**src/rtl/bsg_arb_round_robin_weighted_ml.sv**
```systemverilog
// bsg_arb_round_robin_weighted_ml
//   Multi-level weighted round-robin arbiter with packet locking.
//   Level 0 is the highest priority. Within a level, the search starts at
//   that level's pointer and walks downward, wrapping from 0 to width_p-1.
//   Requester i may win weights_i[i]+1 consecutive packets before the
//   pointer rotates past it. A multi-beat packet keeps its grant until the
//   beat accepted with last_i=1.
//
//   Optional build macro BSG_ARB_ROUND_ROBIN_WEIGHTED_ML_STARVE_GUARD_EN adds
//   a starvation guard: after starve_limit_p completed level-0 packets while
//   lower levels wait, one arbitration decision skips level 0.
//
// Ports
//   clk_i          clock
//   reset_i        synchronous active-high reset
//   reqs_i         request vector, slice l (width_p bits) is level l
//   weights_i      per-requester weights, weight_width_p bits each
//   v_o            grant valid
//   grants_o       one-hot grant, zero when v_o=0
//   grant_level_o  level of the current grant
//   yumi_i         consumer accepts the granted beat
//   last_i         accepted beat is the last of its packet

`ifndef BSG_SAFE_CLOG2
`define BSG_SAFE_CLOG2(x) (((x) <= 1) ? 1 : $clog2(x))
`endif

module bsg_arb_round_robin_weighted_ml #(
   parameter int width_p        = 4,
   parameter int levels_p       = 2,
   parameter int weight_width_p = 4,
   parameter int starve_limit_p = 8
) (
   input  logic                                 clk_i,
   input  logic                                 reset_i,
   input  logic [levels_p*width_p-1:0]          reqs_i,
   input  logic [width_p*weight_width_p-1:0]    weights_i,
   output logic                                 v_o,
   output logic [width_p-1:0]                   grants_o,
   output logic [`BSG_SAFE_CLOG2(levels_p)-1:0] grant_level_o,
   input  logic                                 yumi_i,
   input  logic                                 last_i
);

   localparam int idx_w_lp = `BSG_SAFE_CLOG2(width_p);
   localparam int lvl_w_lp = `BSG_SAFE_CLOG2(levels_p);

   typedef enum logic {ARB, LOCKED} state_e;

   state_e                                    state_r;
   logic [levels_p-1:0][idx_w_lp-1:0]         ptr_r;
   logic [levels_p-1:0][weight_width_p-1:0]   cnt_r;
   logic [levels_p-1:0]                       own_v_r;
   logic [levels_p-1:0][idx_w_lp-1:0]         own_r;
   logic [idx_w_lp-1:0]                       g_lock_r;
   logic [lvl_w_lp-1:0]                       l_lock_r;

   logic [levels_p-1:0][width_p-1:0]          reqs;
   assign reqs = reqs_i;

   logic                      sel_v;
   logic [lvl_w_lp-1:0]       sel_l;
   logic [idx_w_lp-1:0]       arb_g;
   logic [idx_w_lp-1:0]       cur_g;
   logic [lvl_w_lp-1:0]       cur_l;
   logic                      fire;
   logic                      done;
   logic [weight_width_p-1:0] used;
   logic [weight_width_p-1:0] wt;
   logic                      quota_done;

`ifdef BSG_ARB_ROUND_ROBIN_WEIGHTED_ML_STARVE_GUARD_EN
   localparam int sc_w_lp = `BSG_SAFE_CLOG2(starve_limit_p + 1);
   logic [sc_w_lp-1:0] starve_cnt_r;
   logic               lower_pend;
   logic               starve_hit;
   assign lower_pend = |reqs_i[levels_p*width_p-1:width_p];
   assign starve_hit = (starve_cnt_r == sc_w_lp'(starve_limit_p)) && lower_pend;
`endif

   // Level selection and in-level search (used only in ARB)
   always_comb begin
      sel_v = 1'b0;
      sel_l = '0;
      for (int unsigned l = 0; l < levels_p; l++) begin
         if (!sel_v && |reqs[l]) begin
            sel_v = 1'b1;
            sel_l = lvl_w_lp'(l);
         end
      end
`ifdef BSG_ARB_ROUND_ROBIN_WEIGHTED_ML_STARVE_GUARD_EN
      // Descending scan so the lowest-numbered pending level >0 wins
      if (starve_hit) begin
         for (int unsigned l = levels_p - 1; l >= 1; l--) begin
            if (|reqs[l]) sel_l = lvl_w_lp'(l);
         end
      end
`endif
      arb_g = '0;
      begin
         logic        found;
         int unsigned p;
         int unsigned idx;
         found = 1'b0;
         p     = int'(ptr_r[sel_l]);
         for (int unsigned k = 0; k < width_p; k++) begin
            idx = (p >= k) ? (p - k) : (p + width_p - k);
            if (!found && reqs[sel_l][idx]) begin
               found = 1'b1;
               arb_g = idx_w_lp'(idx);
            end
         end
      end
   end

   always_comb begin
      if (state_r == LOCKED) begin
         cur_g = g_lock_r;
         cur_l = l_lock_r;
         v_o   = reqs[l_lock_r][g_lock_r];
      end else begin
         cur_g = arb_g;
         cur_l = sel_l;
         v_o   = sel_v;
      end
      grants_o      = v_o ? (width_p'(1) << cur_g) : '0;
      grant_level_o = (state_r == LOCKED || sel_v) ? cur_l : '0;
   end

   assign fire = yumi_i & v_o;
   assign done = fire & last_i;

   // Residual quota only counts if the finishing requester is the current owner
   always_comb begin
      used       = (own_v_r[cur_l] && own_r[cur_l] == cur_g) ? cnt_r[cur_l] : '0;
      wt         = weights_i[cur_g*weight_width_p +: weight_width_p];
      quota_done = (used == wt);
   end

   always_ff @(posedge clk_i) begin
      if (reset_i) begin
         state_r  <= ARB;
         for (int unsigned l = 0; l < levels_p; l++) begin
            ptr_r[l]   <= idx_w_lp'(width_p - 1);
            cnt_r[l]   <= '0;
            own_v_r[l] <= 1'b0;
            own_r[l]   <= '0;
         end
         g_lock_r <= '0;
         l_lock_r <= '0;
      end else if (fire) begin
         if (!last_i) begin
            state_r  <= LOCKED;
            g_lock_r <= cur_g;
            l_lock_r <= cur_l;
         end else begin
            state_r <= ARB;
            if (quota_done) begin
               ptr_r[cur_l]   <= (cur_g == '0) ? idx_w_lp'(width_p - 1) : cur_g - idx_w_lp'(1);
               cnt_r[cur_l]   <= '0;
               own_v_r[cur_l] <= 1'b0;
            end else begin
               ptr_r[cur_l]   <= cur_g;
               cnt_r[cur_l]   <= used + weight_width_p'(1);
               own_v_r[cur_l] <= 1'b1;
               own_r[cur_l]   <= cur_g;
            end
         end
      end
   end

`ifdef BSG_ARB_ROUND_ROBIN_WEIGHTED_ML_STARVE_GUARD_EN
   always_ff @(posedge clk_i) begin
      if (reset_i) begin
         starve_cnt_r <= '0;
      end else if (done) begin
         if (cur_l != '0)
            starve_cnt_r <= '0;
         else if (lower_pend && starve_cnt_r != sc_w_lp'(starve_limit_p))
            starve_cnt_r <= starve_cnt_r + sc_w_lp'(1);
      end
   end
`endif

endmodule

```
**config.mk**
```make
export PLATFORM = sky130hd
export DESIGN_NAME = bsg_arb_round_robin_weighted_ml
export DESIGN_NICKNAME = d
export VERILOG_FILES = /design/src/rtl/bsg_arb_round_robin_weighted_ml.sv
export SDC_FILE = /design/constraint.sdc
export NUM_CORES = 1
export LEC_CHECK = 0
export ABC_CLOCK_PERIOD_IN_PS = 4000
export CORE_ASPECT_RATIO = 2
export CORE_MARGIN = 3
export CORE_UTILIZATION = 49
export CTS_BUF_LIST = sky130_fd_sc_hd__clkbuf_4 sky130_fd_sc_hd__clkbuf_8
export CTS_CLUSTER_DIAMETER = 40
export CTS_CLUSTER_SIZE = 16
export DETAILED_ROUTE_END_ITERATION = 6
export PLACE_DENSITY = 0.79
export SLEW_MARGIN = 0
export SYNTH_ARGS = -nofsm -noshare
export SYNTH_HDL_FRONTEND = slang
export SYNTH_SLANG_ARGS = --single-unit
```
**constraint.sdc**
```tcl
create_clock -name clk_i -period 4 [get_ports clk_i]
set_input_delay 0.8 -clock clk_i [delete_from_list [all_inputs] [get_ports clk_i]]
set_output_delay 0.8 -clock clk_i [all_outputs]
set_load 0.02 [all_outputs]
```
# After elaboration in Yosys (flattened, before gate mapping)
# Cells that the tools add are included.
# Widths: inputs -> output; s select.
# word_totals
register_bits	22
inputBits	28
out_inout_bits	6
# classes
add_sub_neg	9
order_cmp	12
eq_ne	2
shift	2
muxes	56
bitwise_logic	8
n_reduce_logical	17
# ops
operator	count
$lt 32x3->1 const B	3
$mux 32	3
$mux 4	10
$sub 32x1->32 const B	1
$sub 32x2->32 const B	1
$mux 2	12
$mux 1	18
$shiftx 16x5->4	1
$bwmux 4	3
$bmux 1 s2	5
$and 8x8->8	1
$bwmux 8	1
$mux 8	1
$not 8->8	1
$reduce_or 4->1	2
$logic_and 1x1->1	6
$lt 1x2->1 const B	3
$lt 2x3->1 const B	2
$sub 2x2->3 const B	2
$sub 4x2->5 const B	1
$add 2x3->4 const B	1
$add 4x1->4 const B	1
$demux 4 s1	1
$eq 4x4->1	1
19 further kinds	25

# Longest topological paths before layout
# Gate-level depths: netlist (run 1).
# logic_depth
ltp_word	27
ltp_mapped	15
ltp_nobuf	13

# Worst setup path after synthesis (run 1)
# OpenSTA, ideal clock, no wires.
# synth_path
path_kind	input to register
from	input reqs_i[2]
to	register cnt_r[4] in the netlist's numbering
setup_ns	0.128
arrival_time_ns	4.037
setup_slack_ns	-0.164
stages	15
cell_sequence	buf_6 > or4_4 > o21ai_4 > nand4_1 > a2111oi_2 > o22ai_2 > buf_4 > mux2i_1 > mux2_4 > or4b_4 > a31oi_4 > o22ai_4 > buf_6 > a22oi_2 > nor2_1
# synth_between
elab_chain_cells	27
elab_cells_between_ends	74
cone_classes	8 x add/sub; 5 x order compare; 2 x eq/ne; 1 x shift; 43 x mux; 3 x bitwise; 12 x reduce/logical
# synth_lines
item	line	source
start, declared	36	input logic [levels_p*width_p-1:0] reqs_i,
$reduce_or 4->1	86	if (!sel_v && |reqs[l]) begin
$mux 1	86	
$logic_not 1->1	86	
$logic_and 1x1->1	86	
$mux 1	86	
$mux 2 (implied by the code) (2 in a row)	105	p = int'(ptr_r[sel_l]);
$add 2x3->4	107	idx = (p >= k) ? (p - k) : (p + width_p - k);
$sub 32x1->32	107	
[... 10 more ...]	-	
$mux 2	108	if (!found && reqs[sel_l][idx]) begin
$mux 2	117	if (state_r == LOCKED) begin
$eq 2x2->1	135	used = (own_v_r[cur_l] && own_r[cur_l] == cur_g) ? cnt_r[cur_l] : '0;
$logic_and 1x1->1	135	
$mux 4	135	
$add 4x1->4	164	cnt_r[cur_l] <= used + weight_width_p'(1);
$bwmux 8	164	
$mux 8	158	if (quota_done) begin
end signal, assigned by index	164	
end, declared	52	logic [levels_p-1:0][weight_width_p-1:0] cnt_r;
# Several ways; a longest one is shown, not always the timed one. The select of a mux whose other input is x is not followed.
# A chain may end at the register's enable or synchronous reset.

# Final worst setup path (run 1)
# layout_path
from	input reqs_i[3]
to	register ptr_r[2] in the netlist's numbering
# layout_between
elab_chain_cells	26
elab_cells_between_ends	75
cone_classes	8 x add/sub; 5 x order compare; 2 x eq/ne; 1 x shift; 45 x mux; 1 x bitwise; 13 x reduce/logical
# layout_lines
item	line	source
branches (longest 26 deep; another with $sub 32x1->32)	-	
end signal, assigned by index	144	ptr_r[l] <= idx_w_lp'(width_p - 1);
end signal, assigned by index	159	ptr_r[cur_l] <= (cur_g == '0) ? idx_w_lp'(width_p - 1) : cur_g - idx_w_lp'(1);
end signal, assigned by index	163	ptr_r[cur_l] <= cur_g;
end, declared	51	logic [levels_p-1:0][idx_w_lp-1:0] ptr_r;
# Parallel ways; which one is timed is not known. The select of a mux whose other input is x is not followed.

==> results of run 1 <==
-- synthesized netlist by cell type (2+ instances only) --
cell,count
sky130_fd_sc_hd__o21ai_0,5
sky130_fd_sc_hd__nand3b_1,3
sky130_fd_sc_hd__nand2_1,20
sky130_fd_sc_hd__o21ai_1,3
sky130_fd_sc_hd__a31oi_1,4
sky130_fd_sc_hd__nor3_1,15
sky130_fd_sc_hd__mux2i_1,19
sky130_fd_sc_hd__mux4_2,2
sky130_fd_sc_hd__xnor2_1,2
sky130_fd_sc_hd__buf_4,2
sky130_fd_sc_hd__clkbuf_1,4
sky130_fd_sc_hd__inv_1,6
sky130_fd_sc_hd__or3_1,4
sky130_fd_sc_hd__nand4_1,3
sky130_fd_sc_hd__nand2b_1,6
sky130_fd_sc_hd__nor2_1,20
sky130_fd_sc_hd__buf_6,2
sky130_fd_sc_hd__a211oi_2,2
sky130_fd_sc_hd__and3_1,3
sky130_fd_sc_hd__nand3_1,9
sky130_fd_sc_hd__nor4b_1,2
sky130_fd_sc_hd__nor4_4,2
sky130_fd_sc_hd__a21oi_1,10
sky130_fd_sc_hd__and2_1,5
sky130_fd_sc_hd__dfxtp_1,22
sky130_fd_sc_hd__a211oi_1,3
sky130_fd_sc_hd__ha_1,5
sky130_fd_sc_hd__xor2_1,2
-- registers in the layout, indices dropped and copies added (netlist names), named ones only --
name,flops
g_lock_r,2
ptr_r,4
l_lock_r,1
cnt_r,8
own_r,4
state_r,1
-- per-stage QoR --
step	instance area (sq um)	worst slack, ns	cells
after floorplan	1852	-0.03958	217
after global placement	2575	-0.6828	342
after detailed placement	2575	-0.7981	342
after global routing	2947	-0.3175	363
after CTS	2861	-0.1549	360
final	2947	-0.2267	363
-- per-layer routing --
metal	track usage [%]	routed length, microns	part of all wire, %	vias up
met2	69.17	4470	52	161
met5	0	0	0	-
met3	7.729	565	6.5	85
met4	33.73	1021	12	0
li1	-	-	-	1013
met1	31.97	2579	30	1138
-- cells by family after synthesis --
| group | count (synthesis) | synth area share (%) |
|---|---|---|
| AOI/OAI and AO/OA | 46 | 21.22 |
| xor gates and xnor gates | 4 | 1.905 |
| adders and majority gates | 5 | 3.401 |
| buffers and inverters | 15 | 4.353 |
| DFF | 22 | 23.95 |
| muxes | 23 | 14.22 |
| and+or+nand+nor | 102 | 30.95 |
-- power by group through the flow --
stage          combinational [W]  clock (W)  sequential, W
6_report                0.000464   0.000215       0.000245
5_1_grt                 0.000483   0.000226       0.000246
4_1_cts                 0.000409   0.000214       0.000244
3_5_place_dp            0.000351          0       0.000249
3_3_place_gp            0.000345          0       0.000248
2_1_floorplan           0.000203          0       0.000243
-- worst max-delay path: stages --
cell and delay, ns:
sky130_fd_sc_hd__buf_6 0.10, sky130_fd_sc_hd__buf_6 0.12, sky130_fd_sc_hd__nor4_4 0.39, sky130_fd_sc_hd__nand3_4 0.13
sky130_fd_sc_hd__buf_6 0.14, sky130_fd_sc_hd__a21boi_0 0.28, sky130_fd_sc_hd__o221a_2 0.30, sky130_fd_sc_hd__nor2_4 0.08
sky130_fd_sc_hd__buf_4 0.15, sky130_fd_sc_hd__or3_1 0.36, sky130_fd_sc_hd__a31o_4 0.26, sky130_fd_sc_hd__or4b_4 0.53
sky130_fd_sc_hd__a31oi_4 0.24, sky130_fd_sc_hd__o22ai_4 0.17, sky130_fd_sc_hd__nor3_2 0.23, sky130_fd_sc_hd__a311oi_2 0.08
-- timing repair --
action / 4_1_cts / 5_1_grt
endpoints found under the hold margin: 0 / 0
pin swaps: 18 / 19
cloned: 1 / 0
endpoints found under the setup margin: 23 / 23
gates resized for setup: 62 / 36
buffers inserted: 13 / 4
-- cell type report --
type | count | area, sq um
Clock inverter | 1 | 30.03
Clock buffer | 3 | 41.29
Timing Repair Buffer | 102 | 875.8
Tap cell | 48 | 60.06
Sequential cell | 22 | 440.4
Multi-Input combinational cell | 181 | 1476
Fill cell | 199 | 544.3
Inverter | 6 | 22.52
-- path summary, 6_finish.rpt --
path	start	to	slack [ns]	cells past startpoint
max reg2reg	ptr_r[1]	ptr_r[2]	0.43	13
min reg2reg	cnt_r[3]	cnt_r[3]	0.47	2
max	reqs_i[3]	ptr_r[2]	-0.23	16
min	cnt_r[3]	cnt_r[3]	0.47	2
==> results.sh, run 1 <==
export IMPL_run_status="finished, violations left"
export IMPL_failing_checks="setup timing"
export IMPL_avgRoutedWirePerCell_microns=23.79
export IMPL_core_area_sq_um=3491
export IMPL_drt_iter0_drc=185
export IMPL_dieWidth_microns=49.32
export IMPL_layout_nets=349
export IMPL_slew_headroom_pct=63.52
export IMPL_finalSetupViolCount=18
export IMPL_ant_nets=0
export IMPL_initial_core_util_pct=52.69
export IMPL_worstSetupEndpointType="flop"
export IMPL_grt_ovfl_total=0
export IMPL_timing_final_crit_share_pct=105.7
export IMPL_num_antenna_cells=0
export IMPL_syn_to_final_growth_pct=60.20
export IMPL_worst_slew_pin_transition_ns=0.5451
export IMPL_p_leak_nw=1.210
export IMPL_comb_power_share_pct=50.2
export IMPL_critical_path_arrival_ns=4.35
export IMPL_critical_path_startpoint_type="primary input"
export IMPL_max_freq_mhz=236.6
export IMPL_rsz_0062_raised_after_global_routing="true"
export IMPL_grtUsageTotal_pct=37.40
export IMPL_number_of_buffers_inserted_by_hold_repair_at_cts=0
export IMPL_gp_congestion=0.9879
export IMPL_clk_transition_reported_paths_ns=0.09
export IMPL_share_seq_of_total_power_pct=26.5
export IMPL_switching_power_w=0.0003375
export IMPL_syn_mean_instance_area_sq_um=8.476
export IMPL_firstDrtPassIters=6
export IMPL_post_synth_top_area_fraction_pct=23.95
export IMPL_crit_required_ns=4.12
export IMPL_dpl_hpwl_mm=5.069
export IMPL_dieArea_sq_um=4569
export IMPL_routed_via_density=6.603
export IMPL_synthesis_nets=250
export IMPL_report_power_total_w=0.0009243
export IMPL_cts_root_to_sink_buffers=2
export IMPL_synth_area_leaders="sky130_fd_sc_hd__dfxtp_1 24%, sky130_fd_sc_hd__mux2i_1 10%, sky130_fd_sc_hd__nand2_1 4.1%"
export IMPL_worst_setup_path_type="primary input to flop"
export IMPL_grt_pass1_wl_mm=12.88
export IMPL_postLayoutCoreUtil_pct=84.41
export IMPL_post_synth_edffs=0
export IMPL_tritoncts="done"
export IMPL_layout_cells_most_common="sky130_fd_sc_hd__buf_4"
export IMPL_yosysTopAreaCell="sky130_fd_sc_hd__dfxtp_1"
export IMPL_p_sw_share_pct=36.52
export IMPL_register_bit_count_reported_by_yosys=22
export IMPL_p_clk_share_pct=23.3
export IMPL_cts_inserted_buffers=3
export IMPL_ys_async_sr_fraction_pct=0
export IMPL_drc=0
export IMPL_timing_setup_tns_ns=-3.056
export IMPL_io_pins=34
export IMPL_totalWireLength_mm=8.637
export IMPL_fin_crit_ns=4.227
export IMPL_placement_rows=30
export IMPL_synthesis_warning_total=0
export IMPL_fraction_of_final_layout_cells_sized_beyond_drive_strength_1_pct=40.32
export IMPL_syn_instance_count=217
export IMPL_synth_top_flop_cell="sky130_fd_sc_hd__dfxtp_1"
export IMPL_hold_path_class="flop to flop"
export IMPL_pin_count_of_the_biggest_net_entering_global_routing=19
export IMPL_crit_path_max_fanout=6
export IMPL_hold_vio_cnt_final=0
export IMPL_mostFrequentLayoutCells="55 x sky130_fd_sc_hd__buf_4, 22 x sky130_fd_sc_hd__dfxtp_1, 21 x sky130_fd_sc_hd__clkdlybuf4s50_1"
export IMPL_post_route_skew_ns=0.005948
export IMPL_power_density_nw_per_um2=313.7
export IMPL_first_global_vias=2582
export IMPL_finalMaxSlewViolations=0
export IMPL_h_tree_depth=1
export IMPL_clk_root_buffer_cell="sky130_fd_sc_hd__clkbuf_8"
export IMPL_post_route_worst_setup_slack_ns=-0.2267
export IMPL_buffer_ports_inserted=33
export IMPL_die_h_microns=92.65
export IMPL_p_int_w=0.0005868
export IMPL_timing_max_cap_violations=0
export IMPL_post_synth_instance_area_sq_um=1839
export IMPL_vias_after_detailed_routing=2397
export IMPL_synth_cell_types=60
export IMPL_hold_slack_ns=0.4668
export IMPL_peakVddDrop_mv=0.2774
export IMPL_antenna_found_initial=0
export IMPL_sequential_share_of_the_synthesized_area_pct=23.95
export IMPL_clock_insertion_delay_worst_skew_ns=0.27
export IMPL_clock_sinks=22
Note: power is estimated with default switching activity, not from simulation.
==> run 2, diff against run 1 <==
--- a/config.mk
+++ b/config.mk
@@ -13,7 +13,9 @@
 export CTS_CLUSTER_DIAMETER = 40
 export CTS_CLUSTER_SIZE = 16
 export DETAILED_ROUTE_END_ITERATION = 6
+export MAX_ROUTING_LAYER = met4
 export PLACE_DENSITY = 0.79
+export RECOVER_POWER = 50
 export SLEW_MARGIN = 0
 export SYNTH_ARGS = -nofsm -noshare
 export SYNTH_HDL_FRONTEND = slang
==> results.sh, run 2 (same netlist as run 1, synthesis figures left out) <==
export IMPL_run_status="finished, violations left"
export IMPL_failing_checks="setup timing"
export IMPL_layout_nets=342
export IMPL_use_met2_pct=61.10
export IMPL_crit_required_ns=4.15
export IMPL_p_int_w=0.0005767
export IMPL_hold_vio_cnt_final=0
export IMPL_switching_power_w=0.0003251
export IMPL_comb_power_share_pct=49.0
export IMPL_core_area_sq_um=3491
export IMPL_num_antenna_cells=0
export IMPL_io_pins=34
export IMPL_buffer_ports_inserted=33
export IMPL_clock_sinks=22
export IMPL_placed_cell_area_sq_um=2545
export IMPL_worstSetupEndpointType="flop"
export IMPL_post_route_worst_setup_slack_ns=-0.1673
export IMPL_grt_ovfl_total=0
export IMPL_post_route_skew_ns=0.007521
export IMPL_crit_path_max_fanout=8
export IMPL_regMostFlops="cnt_r"
export IMPL_timing_final_crit_share_pct=104.2
export IMPL_peakVddDrop_mv=0.2807
export IMPL_placement_rows=30
export IMPL_multiInputGateArea_sq_um=1534
export IMPL_worst_slew_pin_transition_ns=0.6082
export IMPL_totalWireLength_mm=8.002
export IMPL_critical_path_arrival_ns=4.32
export IMPL_finalMaxSlewViolations=0
export IMPL_max_freq_mhz=240.0
export IMPL_biggestRegsByFlops="cnt_r: 8 flops, own_r: 4 flops, ptr_r: 4 flops"
export IMPL_avgRoutedWirePerCell_microns=22.48
export IMPL_cts_root_to_sink_buffers=2
export IMPL_dpl_hpwl_mm=4.751
export IMPL_timing_max_cap_violations=0
export IMPL_h_tree_depth=1
export IMPL_worst_setup_path_type="primary input to flop"
export IMPL_clock_insertion_delay_worst_skew_ns=0.27
export IMPL_gr_usage_met3_pct=5.636
export IMPL_tritoncts="done"
export IMPL_die_h_microns=92.65
export IMPL_p_sw_share_pct=36.05
export IMPL_fin_cells=356
export IMPL_mostFrequentLayoutCells="48 x sky130_fd_sc_hd__buf_4, 22 x sky130_fd_sc_hd__dfxtp_1, 21 x sky130_fd_sc_hd__clkdlybuf4s50_1"
export IMPL_regArea_sq_um=440.4
export IMPL_share_seq_of_total_power_pct=27.2
export IMPL_dieWidth_microns=49.32
export IMPL_firstDrtPassIters=6
export IMPL_dp_cells=338
export IMPL_grtUsageTotal_pct=34.04
export IMPL_p_leak_nw=1.181
export IMPL_cts_inserted_buffers=3
export IMPL_grt_pass1_wl_mm=11.53
export IMPL_grt_most_used_layer="met2"
export IMPL_grt_use_met1_pct=30.39
export IMPL_preCtsSetupSlack_ns=-0.7896
export IMPL_routed_via_density=6.455
export IMPL_postLayoutCellArea_sq_um=2955
export IMPL_timing_setup_tns_ns=-1.029
export IMPL_clk_transition_reported_paths_ns=0.08
export IMPL_p_clk_share_pct=23.8
export IMPL_power_density_nw_per_um2=305.2
export IMPL_hold_path_class="flop to flop"
export IMPL_number_of_buffers_inserted_by_hold_repair_at_cts=0
export IMPL_finalSetupViolCount=19
export IMPL_syn_to_final_growth_pct=60.68
export IMPL_layout_cells_most_common="sky130_fd_sc_hd__buf_4"
export IMPL_antenna_found_initial=0
export IMPL_critical_path_startpoint_type="primary input"
export IMPL_pin_count_of_the_biggest_net_entering_global_routing=30
export IMPL_rsz_0062_raised_after_global_routing="true"
export IMPL_largest_register_ff_count=8
export IMPL_dieArea_sq_um=4569
export IMPL_gp_congestion=1.021
export IMPL_ant_nets=0
export IMPL_fraction_of_final_layout_cells_sized_beyond_drive_strength_1_pct=43.18
export IMPL_drc=0
export IMPL_vias_after_detailed_routing=2298
export IMPL_drt_iter0_drc=108
export IMPL_first_global_vias=2376
export IMPL_initial_core_util_pct=52.69
export IMPL_clk_root_buffer_cell="sky130_fd_sc_hd__clkbuf_8"
export IMPL_slew_headroom_pct=59.30
export IMPL_fin_crit_ns=4.167
export IMPL_nFillCells=189
[run 2: changes by cell type in the layout (fill, tap and decap cells not counted), sizes merged]
cell and change:
clkdlybuf4s15 +3, buf -12, clkbuf +2
[run 2: per-layer routing]
layer / wire [microns] / part of all wire, %
met5: 0 / 0
met4: 755 / 9.4
met3: 357 / 4.5
met2: 4342 / 54
met1: 2546 / 32
[run 2: timing repair]
item,4_1_cts,5_1_grt
gates cloned,1,0
pin swaps,19,21
buffers inserted,13,0
resized for setup,66,41
endpoints found under the setup margin,23,22
[run 2: worst max-delay path, stage by stage]
cell,delay [ns]
sky130_fd_sc_hd__buf_8,0.10
sky130_fd_sc_hd__buf_6,0.11
sky130_fd_sc_hd__nor4_4,0.35
sky130_fd_sc_hd__o21ai_4,0.12
sky130_fd_sc_hd__buf_6,0.13
sky130_fd_sc_hd__a211o_1,0.32
sky130_fd_sc_hd__a2111oi_4,0.34
sky130_fd_sc_hd__o22ai_2,0.17
sky130_fd_sc_hd__buf_6,0.17
sky130_fd_sc_hd__xor2_2,0.17
sky130_fd_sc_hd__a31o_4,0.25
sky130_fd_sc_hd__or4b_4,0.53
sky130_fd_sc_hd__a31oi_4,0.20
sky130_fd_sc_hd__o22ai_4,0.16
sky130_fd_sc_hd__buf_6,0.16
sky130_fd_sc_hd__nor3_4,0.15
sky130_fd_sc_hd__a211oi_2,0.07
[run 2: area by class of cell]
cell class / instances / share of cell area (%)
Clock inverter: 1 / 1.016
Inverter: 6 / 0.7621
Tap cell: 48 / 2.032
Timing Repair Buffer: 95 / 27.98
Multi-Input combinational cell: 181 / 51.91
Sequential cell: 22 / 14.90
Clock buffer: 3 / 1.397
[run 2: final timing paths]
| check | from | end | slack (ns) | cells after the start |
|---|---|---|---|---|
| worst max-delay path | reqs_i[6] | ptr_r[3] | -0.17 | 17 |
| worst min-delay path | cnt_r[1] | cnt_r[1] | 0.46 | 2 |
| worst max register to register | ptr_r[1] | ptr_r[3] | 0.47 | 14 |
| worst min register to register | cnt_r[1] | cnt_r[1] | 0.46 | 2 |
[run 2: power by group through the flow]
stage	registers (W)	logic [W]	clock network, W
after floorplan	0.000243	0.000203	0
after global placement	0.000248	0.000338	0
after detailed placement	0.000248	0.000345	0
after CTS	0.000243	0.000393	0.000216
after global routing	0.000246	0.000467	0.000223
final	0.000245	0.000442	0.000215
[run 2: stage by stage]
step,util (%),hold WS [ns],power (W)
after detailed placement,72.90,0.4455,0.0005928
after floorplan,-,0.4312,0.0004460
final,84.66,0.4569,0.0009019
after global routing,84.66,0.4856,0.0009353
after CTS,80.65,0.4577,0.0008528
after global placement,72.90,0.4424,0.0005859
==> run 3, diff against run 2 <==
--- a/config.mk
+++ b/config.mk
@@ -5,7 +5,7 @@
 export SDC_FILE = /design/constraint.sdc
 export NUM_CORES = 1
 export LEC_CHECK = 0
-export ABC_CLOCK_PERIOD_IN_PS = 4000
+export CAP_MARGIN = 40
 export CORE_ASPECT_RATIO = 2
 export CORE_MARGIN = 3
 export CORE_UTILIZATION = 49
==> results of run 3 <==
Final layout, timing and power as in run 2 (identical DEF).
==> RTL change 1 (settings of run 3) <==
Set the parameter `levels_p` to 4 (it was 2).
--- a/src/rtl/bsg_arb_round_robin_weighted_ml.sv
+++ b/src/rtl/bsg_arb_round_robin_weighted_ml.sv
@@ -29,3 +29,3 @@
    parameter int width_p        = 4,
-   parameter int levels_p       = 2,
+   parameter int levels_p       = 4,
    parameter int weight_width_p = 4,
Interface: changed (resized grant_level_o and reqs_i); port bits go from 34 to 43. The function was not compared with the original's and may differ.
==> RTL change 1 against run 3 <==
  * Count of clock-buffer cells in the layout rose by 2
  * Register-to-register slack improved by 0.12 ns
  * Combinational power up 32%
  * Setup slack worse by 0.20 ns
  * Cell area rose by 48%
  * Cell count up 38%
  * Sequential cell count up 19
  * Synthesized cell count rose by 45%
  * Wire length rose by 31%
  * The run still ends with negative setup slack left
  * Area after synthesis increased by 47%
  * Largest cell class unchanged
  * Total power grew 44%
  * Largest power group unchanged
==> RTL change 1: results (changes against run 3) <==
| Metric | Value |
|---|---|
| Failing checks | negative setup slack |
| Clock skew | 0.00412 ns (-0.00340 ns) |
| R2R cell count | 15 (+1) |
| Routed wire length | 10500 um (+31%) |
| XOR/XNOR share of the synthesized area | 1.95% (+0.041 points) |
| Critical-path top delay cell | or4_4 |
| Detailed-placement wirelength estimate | 7070 um (+49%) |
| Htree depth | 2 (+1) |
| Crit Reg-Reg Endpoint | ptr_r[7] |
| Share of cells above drive strength 1 | 46.0% (+2.8 points) |
| Hold WS | 0.462 ns (+0.00529 ns) |
| CTS resizes | 112 (+70%) |
| Placed insts | 462 (+37%) |
| Leakage | 1.72 nW (+46%) |
| Multiplexer share of the synthesized area | 16.9% (+2.7 points) |
| Part of the Yosys area used for sequential elements | 30.4% (+6.5 points) |
| Flop2flop setup slack | 0.59 ns (+0.12 ns) |
| Max_slew headroom | 62.0% (+2.7 points) |
| Adder-cell area share of the yosys netlist | 2.32% (-1.1 points) |
| Placed Area | 3710 um2 (+46%) |
| Most common cell in the netlist | nor2_1 |
| # setup viols final | 40 (+21) |
| Worst-skew pair later-pin latency | 0.30 ns (+0.03 ns) |
| Pre-antenna DRT Iters | 5 (-1) |
| Post-CTS Setup Bufs | 10 (-3) |
| Pint | 0.846 mW (+47%) |
| Clock share of power | 21.4% (-2.4 points) |
| GP Congestion | 1.02 (-0.47%) |
| Met3 Resource Use GR | 4.43% (-1.2 points) |
| Overall global routing resource usage | 33.8% (-0.26 points) |
| Worst Setup Slack, final | -0.363 ns (-0.196 ns) |
| TritonCTS Buffers | 5 (+2) |
| Outcome | complete, but fails checks |
| Largest registers | cnt_r: 16 flops, own_r: 8 flops, ptr_r: 8 flops |
| Number of vias per cell | 6.37 (-1.2%) |
| Routed wl met2 | 5970 um (+37%) |
-- RTL change 1: layout make-up --
| class | count | area [um2] |
|---|---|---|
| flip-flops and latches | 41 | 821 |
| well taps | 58 | 72.6 |
| repair buffers | 133 | 1170 |
| inverters | 14 | 55.1 |
| multi-input cells | 237 | 2150 |
| clock inverters | 3 | 21.3 |
| clock buffers | 5 | 68.8 |
| fillers | 301 | 870 |
-- RTL change 1: how the worst max path moves through the flow --
| stage | endpoint | slack, ns | cells past startpoint | start |
|---|---|---|---|---|
| 5_1_grt | own_r[6] | -0.49 | 19 | reqs_i[8] |
| 3_5_place_dp | own_r[2] | -0.90 | 17 | reqs_i[8] |
| 4_1_cts | ptr_r[1] | -0.20 | 16 | reqs_i[11] |
| 2_1_floorplan | cnt_r[3] | -0.12 | 13 | reqs_i[8] |
| 6_report | ptr_r[7] | -0.36 | 17 | reqs_i[8] |
| 3_3_place_gp | grants_o[0] | -0.87 | 12 | reqs_i[8] |
==> RTL change 2 (settings of run 3) <==
Without the edit above. Put a register stage on the output `grant_level_o`, cleared by the reset. The value now appears one clock later. The other outputs are not delayed to match.
--- a/src/rtl/bsg_arb_round_robin_weighted_ml.sv
+++ b/src/rtl/bsg_arb_round_robin_weighted_ml.sv
@@ -48,2 +48,4 @@
    typedef enum logic {ARB, LOCKED} state_e;
+
+   logic [`BSG_SAFE_CLOG2(levels_p)-1:0] grant_level_d;
 
@@ -126,3 +128,3 @@
       grants_o      = v_o ? (width_p'(1) << cur_g) : '0;
-      grant_level_o = (state_r == LOCKED || sel_v) ? cur_l : '0;
+      grant_level_d = (state_r == LOCKED || sel_v) ? cur_l : '0;
    end
@@ -184,2 +186,10 @@
 
+   always_ff @(posedge clk_i) begin
+      if (reset_i) begin
+         grant_level_o <= '0;
+      end else begin
+         grant_level_o <= grant_level_d;
+      end
+   end
+
 endmodule
Function: changed (a bounded check fails within 4 cycles, from zero or initial values and one cycle with reset_i high).
==> RTL change 2 against run 3 <==
  * The flow still finishes with violations (negative setup slack)
  * Area after synthesis rose by 8.4%
  * Sequential share of layout area fell by 0.64 points
  * First-iteration DRC count rose by 36%
  * Sequential cell count rose by 1
  * Wire length rose by 16%
  * Die area rose by 7.6%
  * Core utilization fell by 1.5 points
  * Total power rose by 2.4%
  * Cell count rose by 10%
  * Non-clock buffer count rose by 15
  * Critical path depth fell by 2
  * Setup slack improved by 0.060 ns
  * Cell area rose by 9.2%
  * Worst hold slack improved by 0.0011 ns
==> RTL change 2: results (changes against run 3) <==
| Metric | Value |
|---|---|
| HP Start | cnt_r[4] |
| Synth area leaders | dfxtp_1 23%, mux2i_1 12%, nand2_1 5.5% |
| Overall global routing resource usage | 32.4% (-1.6 points) |
| Detailed-placement wirelength estimate | 5430 um (+14%) |
| Crit Reg-Reg Endpoint | ptr_r[2] |
| Failing checks | negative setup slack |
| Switch Pwr | 0.360 mW (+11%) |
| Number of global-route vias before repair | 2499 (+5.2%) |
| Hold WS | 0.458 ns (+0.00107 ns) |
| Critical-path top delay cell | or4_4 |
| Flop2flop setup slack | 0.45 ns (-0.02 ns) |
| Crit-path max FO | 6 (-2) |
| Hold Crit Endpoint | cnt_r[4] |
| Worst Setup Slack, final | -0.107 ns (+0.0599 ns) |
| Part of the Yosys area used for sequential elements | 23.1% (-0.86 points) |
| Detailed-route via count | 2591 (+13%) |
| Commonest cells in the netlist | 29 x nand2_1, 23 x dfxtp_1, 23 x mux2i_1, 20 x a21oi_1, 13 x nor2_1 |
| Layout Nets | 376 (+9.9%) |
| Peak supply drop | 0.250 mV (-11%) |
| Arrival @ worst endpoint | 4.28 ns (-0.04 ns) |
| Max_slew headroom | 63.9% (+4.6 points) |
| R2R cell count | 15 (+1) |
| Share of cells above drive strength 1 | 43.9% (+0.68 points) |
| Mean Syn Cell Area | 8.28 um2 (-2.4%) |
| # setup viols final | 10 (-9) |
| Outcome | complete, but fails checks |
| Routed wire length | 9310 um (+16%) |
[RTL change 2: cell type report]
type | count | area, um2 | area share (%)
clock buffer | 3 | 41.3 | 1.28
inverter | 10 | 40.0 | 1.24
clock inverter | 1 | 5.00 | 0.155
multi-input combinational | 195 | 1690 | 52.3
sequential | 23 | 460 | 14.3
timing repair buffer | 110 | 930 | 28.8
tap | 51 | 63.8 | 1.98
[RTL change 2: through the flow]
step                      utilization (%)  setup TNS, ns
after floorplan                         -              0
after global placement               72.5         -12.17
after detailed placement             72.5         -13.25
after CTS                            78.5              0
after global routing                 83.1          -1.74
final                                83.1         -0.521
[RTL change 2: how the worst max path moves through the flow]
| stage | end | cells past startpoint | slack [ns] | start |
|---|---|---|---|---|
| after global placement | grants_o[3] | 12 | -0.69 | reqs_i[3] |
| after floorplan | ptr_r[0] | 14 | 0.03 | reqs_i[3] |
| final | ptr_r[2] | 15 | -0.11 | reqs_i[1] |
| after CTS | cnt_r[0] | 16 | 0.005 | reqs_i[1] |
| after detailed placement | grants_o[1] | 12 | -0.78 | reqs_i[3] |
| after global routing | cnt_r[2] | 16 | -0.22 | reqs_i[1] |
[RTL change 2: power by group through the flow]
stage | clock [mW] | sequential (mW) | combinational [mW]
after CTS | 0.147 | 0.250 | 0.434
after floorplan | 0 | 0.252 | 0.202
after global placement | 0 | 0.254 | 0.371
after detailed placement | 0 | 0.255 | 0.380
after global routing | 0.152 | 0.252 | 0.543
final | 0.150 | 0.251 | 0.523
[RTL change 2: layer usage]
layer | up-vias | wire, um | global-route usage (%)
met5 | - | 0 | -
met4 | 0 | 792 | 23.8
met3 | 73 | 670 | 4.50
met2 | 185 | 4960 | 60.8
met1 | 1216 | 2890 | 28.2
li1 | 1117 | - | -
[RTL change 2: tightest hold or removal path: cells and delay by family (launching register included)]
| family | cells | cell delay [ns] |
|---|---|---|
| DFF | 1 | 0.32 |
| AOI/OAI and AO/OA | 1 | 0.05 |
| and+or+nand+nor | 1 | 0.05 |
[RTL change 2: kinds of logic after synthesis]
group,synth area share [%]
adders and majority gates,3.14
and+or+nand+nor,26.4
AOI/OAI and AO/OA,27.5
DFF,23.1
buffers and inverters,5.14
xor gates and xnor gates,0.878
muxes,13.8
[RTL change 2: repair_timing]
item	CTS	global route
buffers inserted	7	8
pin swaps	18	31
setup endpoints to repair	22	22
resized for setup	66	52
